$ cat src/rtl/pc_sequencer.sv
// Program counter register and sequencer for the shared PC adder.
// The adder alternates between PC+2 and PC+2+offset; a taken relative branch costs one bubble.
module pc_sequencer #(
  parameter logic [15:0] RESET_PC = 16'h0000,
  parameter int          IMM_W    = 9
) (
  input  logic             clk,
  input  logic             rst,
  input  logic             stall,
  input  logic             br_taken,
  input  logic [IMM_W-1:0] br_imm,
  input  logic             br_reg_taken,
  input  logic [15:0]      br_reg_val,
  input  logic             halt,
  output logic [15:0]      add_a,
  output logic [15:0]      add_b,
  input  logic [15:0]      add_sum,
  output logic [15:0]      pc,
  output logic [15:0]      pc_plus2,
  output logic             fetch_valid,
  output logic             busy,
  output logic             halted
);

  typedef enum logic [1:0] {RUN, TGT, HALT} state_t;

  state_t      state, state_nxt;
  logic [15:0] pc_nxt, pc_plus2_nxt;
  logic [15:0] off, off_nxt;

  // Word offset to byte offset: sign-extend to 16 bits, then scale by 2.
  function automatic logic [15:0] word_to_byte_off(input logic signed [IMM_W-1:0] imm);
    return 16'(imm) << 1;
  endfunction

  always_comb begin
    state_nxt    = state;
    pc_nxt       = pc;
    pc_plus2_nxt = pc_plus2;
    off_nxt      = off;
    add_a        = pc;
    add_b        = 16'h0002;
    case (state)
      RUN: begin
        if (stall) begin
          state_nxt = RUN;
        end else if (halt) begin
          pc_plus2_nxt = add_sum;
          state_nxt    = HALT;
        end else if (br_reg_taken) begin
          pc_nxt       = br_reg_val;
          pc_plus2_nxt = add_sum;
        end else if (br_taken) begin
          pc_plus2_nxt = add_sum;
          off_nxt      = word_to_byte_off(br_imm);
          state_nxt    = TGT;
        end else begin
          pc_nxt       = add_sum;
          pc_plus2_nxt = add_sum;
        end
      end
      // The adder is borrowed for the target; pc_plus2 already holds the branch's PC+2.
      TGT: begin
        add_a     = pc_plus2;
        add_b     = off;
        pc_nxt    = add_sum;
        state_nxt = RUN;
      end
      HALT: state_nxt = HALT;
      default: state_nxt = RUN;
    endcase
  end

  always_ff @(posedge clk) begin
    if (rst) begin
      state    <= RUN;
      pc       <= RESET_PC;
      pc_plus2 <= 16'h0000;
      off      <= 16'h0000;
    end else begin
      state    <= state_nxt;
      pc       <= pc_nxt;
      pc_plus2 <= pc_plus2_nxt;
      off      <= off_nxt;
    end
  end

  assign fetch_valid = (state == RUN);
  assign busy        = (state == TGT);
  assign halted      = (state == HALT);

endmodule

$ cat config.mk
export PLATFORM = sky130hd
export DESIGN_NAME = pc_sequencer
export DESIGN_NICKNAME = d
export VERILOG_FILES = /design/src/rtl/pc_sequencer.sv
export SDC_FILE = /design/constraint.sdc
export NUM_CORES = 1
export LEC_CHECK = 0
export CAP_MARGIN = 10
export CORE_MARGIN = 4
export CORE_UTILIZATION = 27
export DETAILED_ROUTE_END_ITERATION = 10
export HOLD_SLACK_MARGIN = 0.06
export SLEW_MARGIN = 20
export SYNTH_ARGS = -nofsm -noshare
export SYNTH_HDL_FRONTEND = slang
export SYNTH_SLANG_ARGS = --single-unit
export TNS_END_PERCENT = 30
$ cat constraint.sdc
create_clock -name clk -period 3.6 [get_ports clk]
set_clock_uncertainty 0.15 [all_clocks]
set_input_delay 0.54 -clock clk [delete_from_list [all_inputs] [get_ports clk]]
set_output_delay 0.54 -clock clk [all_outputs]
set_load 0.005 [all_outputs]
-- Word level (Yosys, flattened, before mapping)
Cells that the tools add are included.
- bits of input ports: 47
- bits in registers: 43
- output and inout bits: 67
- muxes and demuxes: 12
- eq/ne operators: 7
- bitwise logic cells: 3
- reduce and logical (&&, ||, !) cells: 6
- operators by type and width (cell ; number):
    $mux W16 ; 6
    $pmux W16 S2 ; 1
    $mux W2 ; 4
    $ne A4 B4 Y1 const B ; 2
    $reduce_and A5 Y1 ; 1
    $ne A2 B2 Y1 const B ; 2
    $pmux W2 S2 ; 1
    $reduce_and A2 Y1 ; 2
    $reduce_and A4 Y1 ; 1
    $ne A3 B3 Y1 const B ; 1
    $not A1 Y1 ; 3
    $eq A2 B1 Y1 const B ; 1
    $eq A2 B2 Y1 const B ; 1
    $logic_not A2 Y1 ; 1
    $reduce_bool A2 Y1 ; 1

-- Logic depth before layout (Yosys ltp)
Gate-level depths: netlist of run 1.
- depth after elaboration: 5
- mapped depth: 7
- depth with buffers taken out: 4

-- Least setup slack after synthesis of run 1
Ideal clock, no wire load.
- path kind: reg2out
- from: register state[1]
- to: output add_a[11]
- path buffers: 2
- arrival time: 1.315 ns
- path slack: 1.595 ns
- cell stages (with the launch flop): 5
- path through: dfxtp_1 -> and2b_1 -> buf_4 -> clkbuf_1 -> mux2_2
- longest elaborated chain between the ends: 2
- ends and longest elaborated chain (item ; line ; text):
    start, declared ; 27 ; state_t state, state_nxt;
    start signal, assigned ; 81 ; state <= state_nxt;
    $eq A2 B1 Y1 ; 43 ; case (state)
    $mux W16 ; 43 ;
    end, declared ; 15 ; output logic [15:0] add_a,
No other way between the ends.

-- Final worst setup path of run 1
- from: register state[0]
- to: output add_a[3]
The elaborated chain is that of the path after synthesis.

==> results.md, run 1 <==
- Worst-Margin Slew: roughly 0.8 ns
- Vias/cell: roughly 4.6
- Unique masters post-synth: 20
- Synth warn: 0
- Core ar.: ~0.0073 mm2
- DR pass1 iterations: 4
- Area growth syn-to-layout: 62.2%
- Setup crit start: state[0]
- Post-Syn Area per Cell: 8.98 um2
- WP data arrival: between 2 and 2.5 ns
- Clock Sinks: 43
- TNS Setup: 0 ns
- Largest net degree at the start of global routing: 44
- Startpoint Class: register
- Routed length per instance: between 10 and 15 um
- Die X: 94.5 um
- Share of cells above drive strength 1: 0.0926
- Peak Freq: approximately 330 MHz
- Syn nets: roughly 270
- Pwr Density: 352 mW/mm2
- Req. time, crit path: ~2.9 ns
- Non-filler cells, final: approximately 420
- Routed Antenna Nets: 0
- Sequential area share after synthesis: 0.426
- Unrepaired setup endpoints after global routing: no
- Worst skew pair latency: 0.29 ns
- Mapped Area: 0.00202 mm2
- Clk slew on worst S/H paths: 0.08 ns
- Critical path class: register to primary output
- Grt total ovfl: 0
- Total I/O pin count: around 110
- Pleak: between 1 and 1.5 nW
- Die Y: ~95 um
- First-pass GRT wire length: 9800 um
- CTS tree: built
- Worst hold path class: register to register
- Placed Cells: a little over 400
- Number of cells produced by synthesis: ~230
- # DRC: 0
- Reg2reg path depth: 6
- Fin crit period: roughly 3 ns
- Fillcell total: between 700 and 800
- Worst Hold Slack: 0.324 ns
- Total GRT Usage: 0.139
- Slew Viols, Final: 0
- Root buffer cell: clkbuf_8
- Outcome: finished clean
- Post-CTS Setup Bufs: 0
- Max Cap Viol: 0
- R2R setup slack: 1.29 ns
- Max IR drop VDD: about 170 uV
- Crit share post-route: 0.831
- Post-CTS sizing: 0
- Initial antenna violation count: 0
- DP Wirelength: roughly 4400 um
- DRT iter0 DRCs: between 60 and 70
- # hold bufs at CTS: 0
- Hold path startpoint: pc_plus2[0]
- Detailed-route wire length: ~6000 um
- Final net count: between 300 and 400
- Origin of the critical flop-to-flop path: state[0]
- Total Power: 1.15 mW
- #FFs+latches synth: 43
- Std cell rows: 31
- Worst setup EP type: primary output
- Final Hold Fails: 0
- Hold Path Stages: 2
- Via count: between 1500 and 2000
- Clock Path Buffers: 2
- # diodes: 0
- Num CTS Buffers: 5
- Die area: just under 0.009 mm2
- Initial core utilization: 0.279
- GP Congestion: 0.683
- I/O Buffers: ~110
- Htree depth: 2
- Max FO, Critical Path: 29
- Setup violators final: 0
- Number of global-route vias before repair: 1943
- Worst slew margin: 0.468
-- sequential cells by signal, indices dropped and copies added (netlist names) --
name,count
pc,16
pc_plus2,16
off,9
state,2
-- kinds of logic after synthesis --
kind of cell    after synthesis  synth area share
buf+inv                      26            0.0755
other cells                   1           0.00186
flops                        43             0.426
simple gates                 80             0.170
mux                          41             0.213
compound gates               34             0.114
-- metrics by stage --
stage               utilization  setup slack (ns)  instance area, um2
global placement          0.436             0.772                3160
floorplan                     -              1.59                2020
finish                    0.452             0.607                3280
detailed placement        0.436             0.725                3160
global route              0.452             0.416                3280
CTS                       0.452             0.537                3280
-- worst max-delay path: stages (launching register included) --
cell and delay [ns]:
dfxtp_1 0.43, and2b_1 0.49, buf_12 0.26, mux2_2 0.35, clkdlybuf4s50_1 0.46
-- cell usage in the layout, fill, tap and decap left out --
master / Yosys / final
or3_1: 2 / 2
buf_2: 2 / 1
nor3_1: 2 / 1
clkdlybuf4s50_1: 0 / 111
bufinv_16: 0 / 1
buf_12: 0 / 1
nor3_2: 0 / 1
mux2_2: 16 / 16
clkbuf_8: 0 / 6
nand2b_1: 3 / 3
nand2_1: 32 / 32
inv_1: 1 / 1
a221oi_1: 16 / 16
and2_1: 8 / 8
nand3_1: 1 / 1
and2b_1: 1 / 1
a21oi_1: 18 / 18
conb_1: 1 / 1
mux2i_1: 25 / 25
buf_4: 8 / 3
dfxtp_1: 43 / 43
clkinv_2: 0 / 1
nor2_1: 30 / 30
nor2b_1: 1 / 1
-- layout make-up --
cell class              count  area (um2)  share of cell area
inverters                   1        3.75             0.00115
well taps                  99         124              0.0378
clock buffers               6        82.6              0.0252
flip-flops and latches     43         861               0.263
repair buffers            116        1160               0.354
clock inverters             2        35.0              0.0107
multi-input cells         156        1010               0.309
-- power by group --
group	switching, mW	leakage (nW)	internal, mW
clock network	0.163	0.0612	0.225
registers	0.0215	0.352	0.503
logic	0.0876	0.887	0.153
-- synthesized netlist by cell type --
library cell  number  area, um2
conb_1             1       3.75
mux2i_1           25        250
buf_6              3       33.8
nor2_1            30        113
buf_4              8       60.1
nand2_1           32        120
clkbuf_1          12       45.0
nor2b_1            1       6.26
buf_2              2       10.0
dfxtp_1           43        861
mux2_2            16        180
and2b_1            1       7.51
and2_1             8       50.1
a221oi_1          16        140
or3_1              2       12.5
nor3_1             2       10.0
a21oi_1           18       90.1
nand2b_1           3       18.8
nand3_1            1       5.00
inv_1              1       3.75
-- per-layer routing --
layer,global-route usage,routed length [um],up-vias
met1,0.162,2550,898
met2,0.248,3070,65
met5,0,0,-
met4,0.0409,45,0
met3,0.0375,442,5
li1,-,-,960
-- worst paths after layout --
| check | end |
|---|---|
| worst max-delay path | add_a[3] |
| worst min-delay path | pc_plus2[0] |
| worst max register to register | pc[14] |
| worst min register to register | pc_plus2[0] |
No activity file was read; power rests on OpenSTA's default activity.
==> run 2: changes to the inputs <==
- clock period: 3.6 -> 2.83 ns (I/O delays scaled with it)
==> results.md, run 2 (synthesis gave the netlist of run 1 again) <==
- WP data arrival: between 2 and 2.5 ns
- Final net count: approximately 370
- Share of cells above drive strength 1: 0.101
- Commonest non-fill, non-tap cell in the layout: clkdlybuf4s50_1
- Unrepaired setup endpoints after global routing: no
- Via count: between 1500 and 2000
- Worst slew margin: 0.447
- First-pass GRT wire length: ~9900 um
- Clock Sinks: 43
- Worst skew pair latency: about 0.29 ns
- GP Congestion: between 0.7 and 0.8
- Root buffer cell: clkbuf_8
- CP peak stage delay: ~0.46 ns
- Final Worst Setup Slack: about 0.2 ns
- Initial antenna violation count: 0
- Critical path class: register to primary output
- Setup violators final: 0
- Worst-Margin Slew: slightly above 0.8 ns
- Outcome: finished clean
- Detailed-route wire length: around 6400 um
- TNS Setup: 0 ns
- Crit share post-route: 0.931
- Final Hold Fails: 0
- Combinational share of power: 0.229
- I/O Buffers: 112
- Pleak: around 1.3 nW
- DRT iter0 DRCs: 70
- CP Buf/Inv Count: 2
- Register share of total power: 0.487
- RR Endpoint: pc[4]
- DP Wirelength: roughly 4600 um
- Pwr Density: around 420 mW/mm2
- Setup crit start: state[0]
- Req. time, crit path: between 2 and 2.5 ns
- Origin of the critical flop-to-flop path: state[0]
- CP Depth: 4
- Max Cap Viol: 0
- # diodes: 0
- Vias/cell: approximately 4.6
- Clock Path Buffers: 2
- Initial core utilization: 0.279
- Most frequent cells in the layout: 111 x clkdlybuf4s50_1, 43 x dfxtp_1, 32 x nand2_1, 30 x nor2_1, 25 x mux2i_1
- Worst-path cell chain: and2b_1, buf_4, mux2_2, clkdlybuf4s50_1
- Switching share of power: 0.248
- Worst setup EP type: primary output
- Startpoint Class: register
- Peak Freq: roughly 380 MHz
- Post-CTS Setup Bufs: 0
- Die X: ~95 um
- # DRC: 0
- Crit path capture: add_a[3]
- Die area: slightly below 0.009 mm2
- CP delay by family, top: buffers and inverters
- Place WS: 0.454 ns
- Max IR drop VDD: 149 uV
- Htree depth: 2
- Total GRT Usage: 0.142
- Grt total ovfl: 0
- Std cell rows: 31
- CTS tree: built
- Crit-path slowest cell: clkdlybuf4s50_1
- R2R setup slack: slightly below 0.8 ns
- DR pass1 iterations: 4
- Number of global-route vias before repair: about 1900
- Core ar.: 0.00725 mm2
- Routed Antenna Nets: 0
- Fin crit period: roughly 2.6 ns
- Worst hold path class: register to register
- NetSw: 0.340 mW
- Largest registers: pc: 16 flops, pc_plus2: 16 flops, off: 9 flops
- Clock Power Share: 0.284
- Cell internal pwr: about 1 mW
- Post-CTS sizing: 0
- Area growth syn-to-layout: 61.5%
- Num CTS Buffers: 5
- Clk slew on worst S/H paths: approximately 0.080 ns
- Routed length per instance: 15.1 um
- # hold bufs at CTS: 0
- Die Y: between 90 and 100 um
- Largest net degree at the start of global routing: 44
- Reg2reg path depth: 6
- Max FO, Critical Path: 25
- Slew Viols, Final: 0
- Total I/O pin count: about 110
## run 2: stage by stage
step                      std cells  cell area (um2)   util  hold slack (ns)  power (mW)
final                           426             3260  0.450            0.322        1.37
after global routing            426             3260  0.450            0.348        1.44
after CTS                       426             3260  0.450            0.325        1.39
after detailed placement        419             3180  0.438            0.313       0.999
after global placement          419             3180  0.438            0.306       0.995
after floorplan                 225             2020      -            0.304       0.797
## run 2: area by class of cell
| type | instances | area, um2 |
|---|---|---|
| Tap cell | 99 | 124 |
| Inverter | 1 | 3.75 |
| Sequential cell | 43 | 861 |
| Fill cell | 721 | 3990 |
| Timing Repair Buffer | 120 | 1180 |
| Clock inverter | 1 | 5.00 |
| Multi-Input combinational cell | 156 | 1010 |
| Clock buffer | 6 | 82.6 |
## run 2: power groups by stage
stage / combinational (mW) / sequential, mW / clock (mW)
after floorplan: 0.119 / 0.679 / 0
after global placement: 0.315 / 0.680 / 0
after detailed placement: 0.317 / 0.682 / 0
after CTS: 0.319 / 0.668 / 0.408
after global routing: 0.342 / 0.673 / 0.426
final: 0.314 / 0.667 / 0.389
## run 2: worst min path at each step
stage	slack (ns)	startpoint	to	depth (start not counted)
final	0.32	pc_plus2[8]	pc_plus2[8]	2
after global routing	0.35	pc_plus2[8]	pc_plus2[8]	2
after CTS	0.32	pc_plus2[8]	pc_plus2[8]	2
after detailed placement	0.31	pc_plus2[8]	pc_plus2[8]	2
after global placement	0.31	pc_plus2[11]	pc_plus2[11]	2
after floorplan	0.30	off[1]	off[1]	2
## run 2: metal layers
metal  vias up  wire [um]  part of all wire  GRT usage
met3         5        361             0.056     0.0343
met5         -          0                 0          0
met2        62       3150              0.49      0.235
li1        968          -                 -          -
met1       909       2870              0.45      0.184
met4         0         44            0.0068     0.0433
## run 2: worst register-to-register path: stages, from the launching register on
cell and delay, ns:
dfxtp_1 0.44, and2b_1 0.18, buf_4 0.31, nand2b_1 0.15
buf_4 0.30, mux2i_1 0.14, a221oi_1 0.29
==> run 3: changes to the inputs <==
- SLEW_MARGIN: 20 -> 5
==> results of run 3 <==
No change in the layout: final DEF, timing and power equal those of run 2.
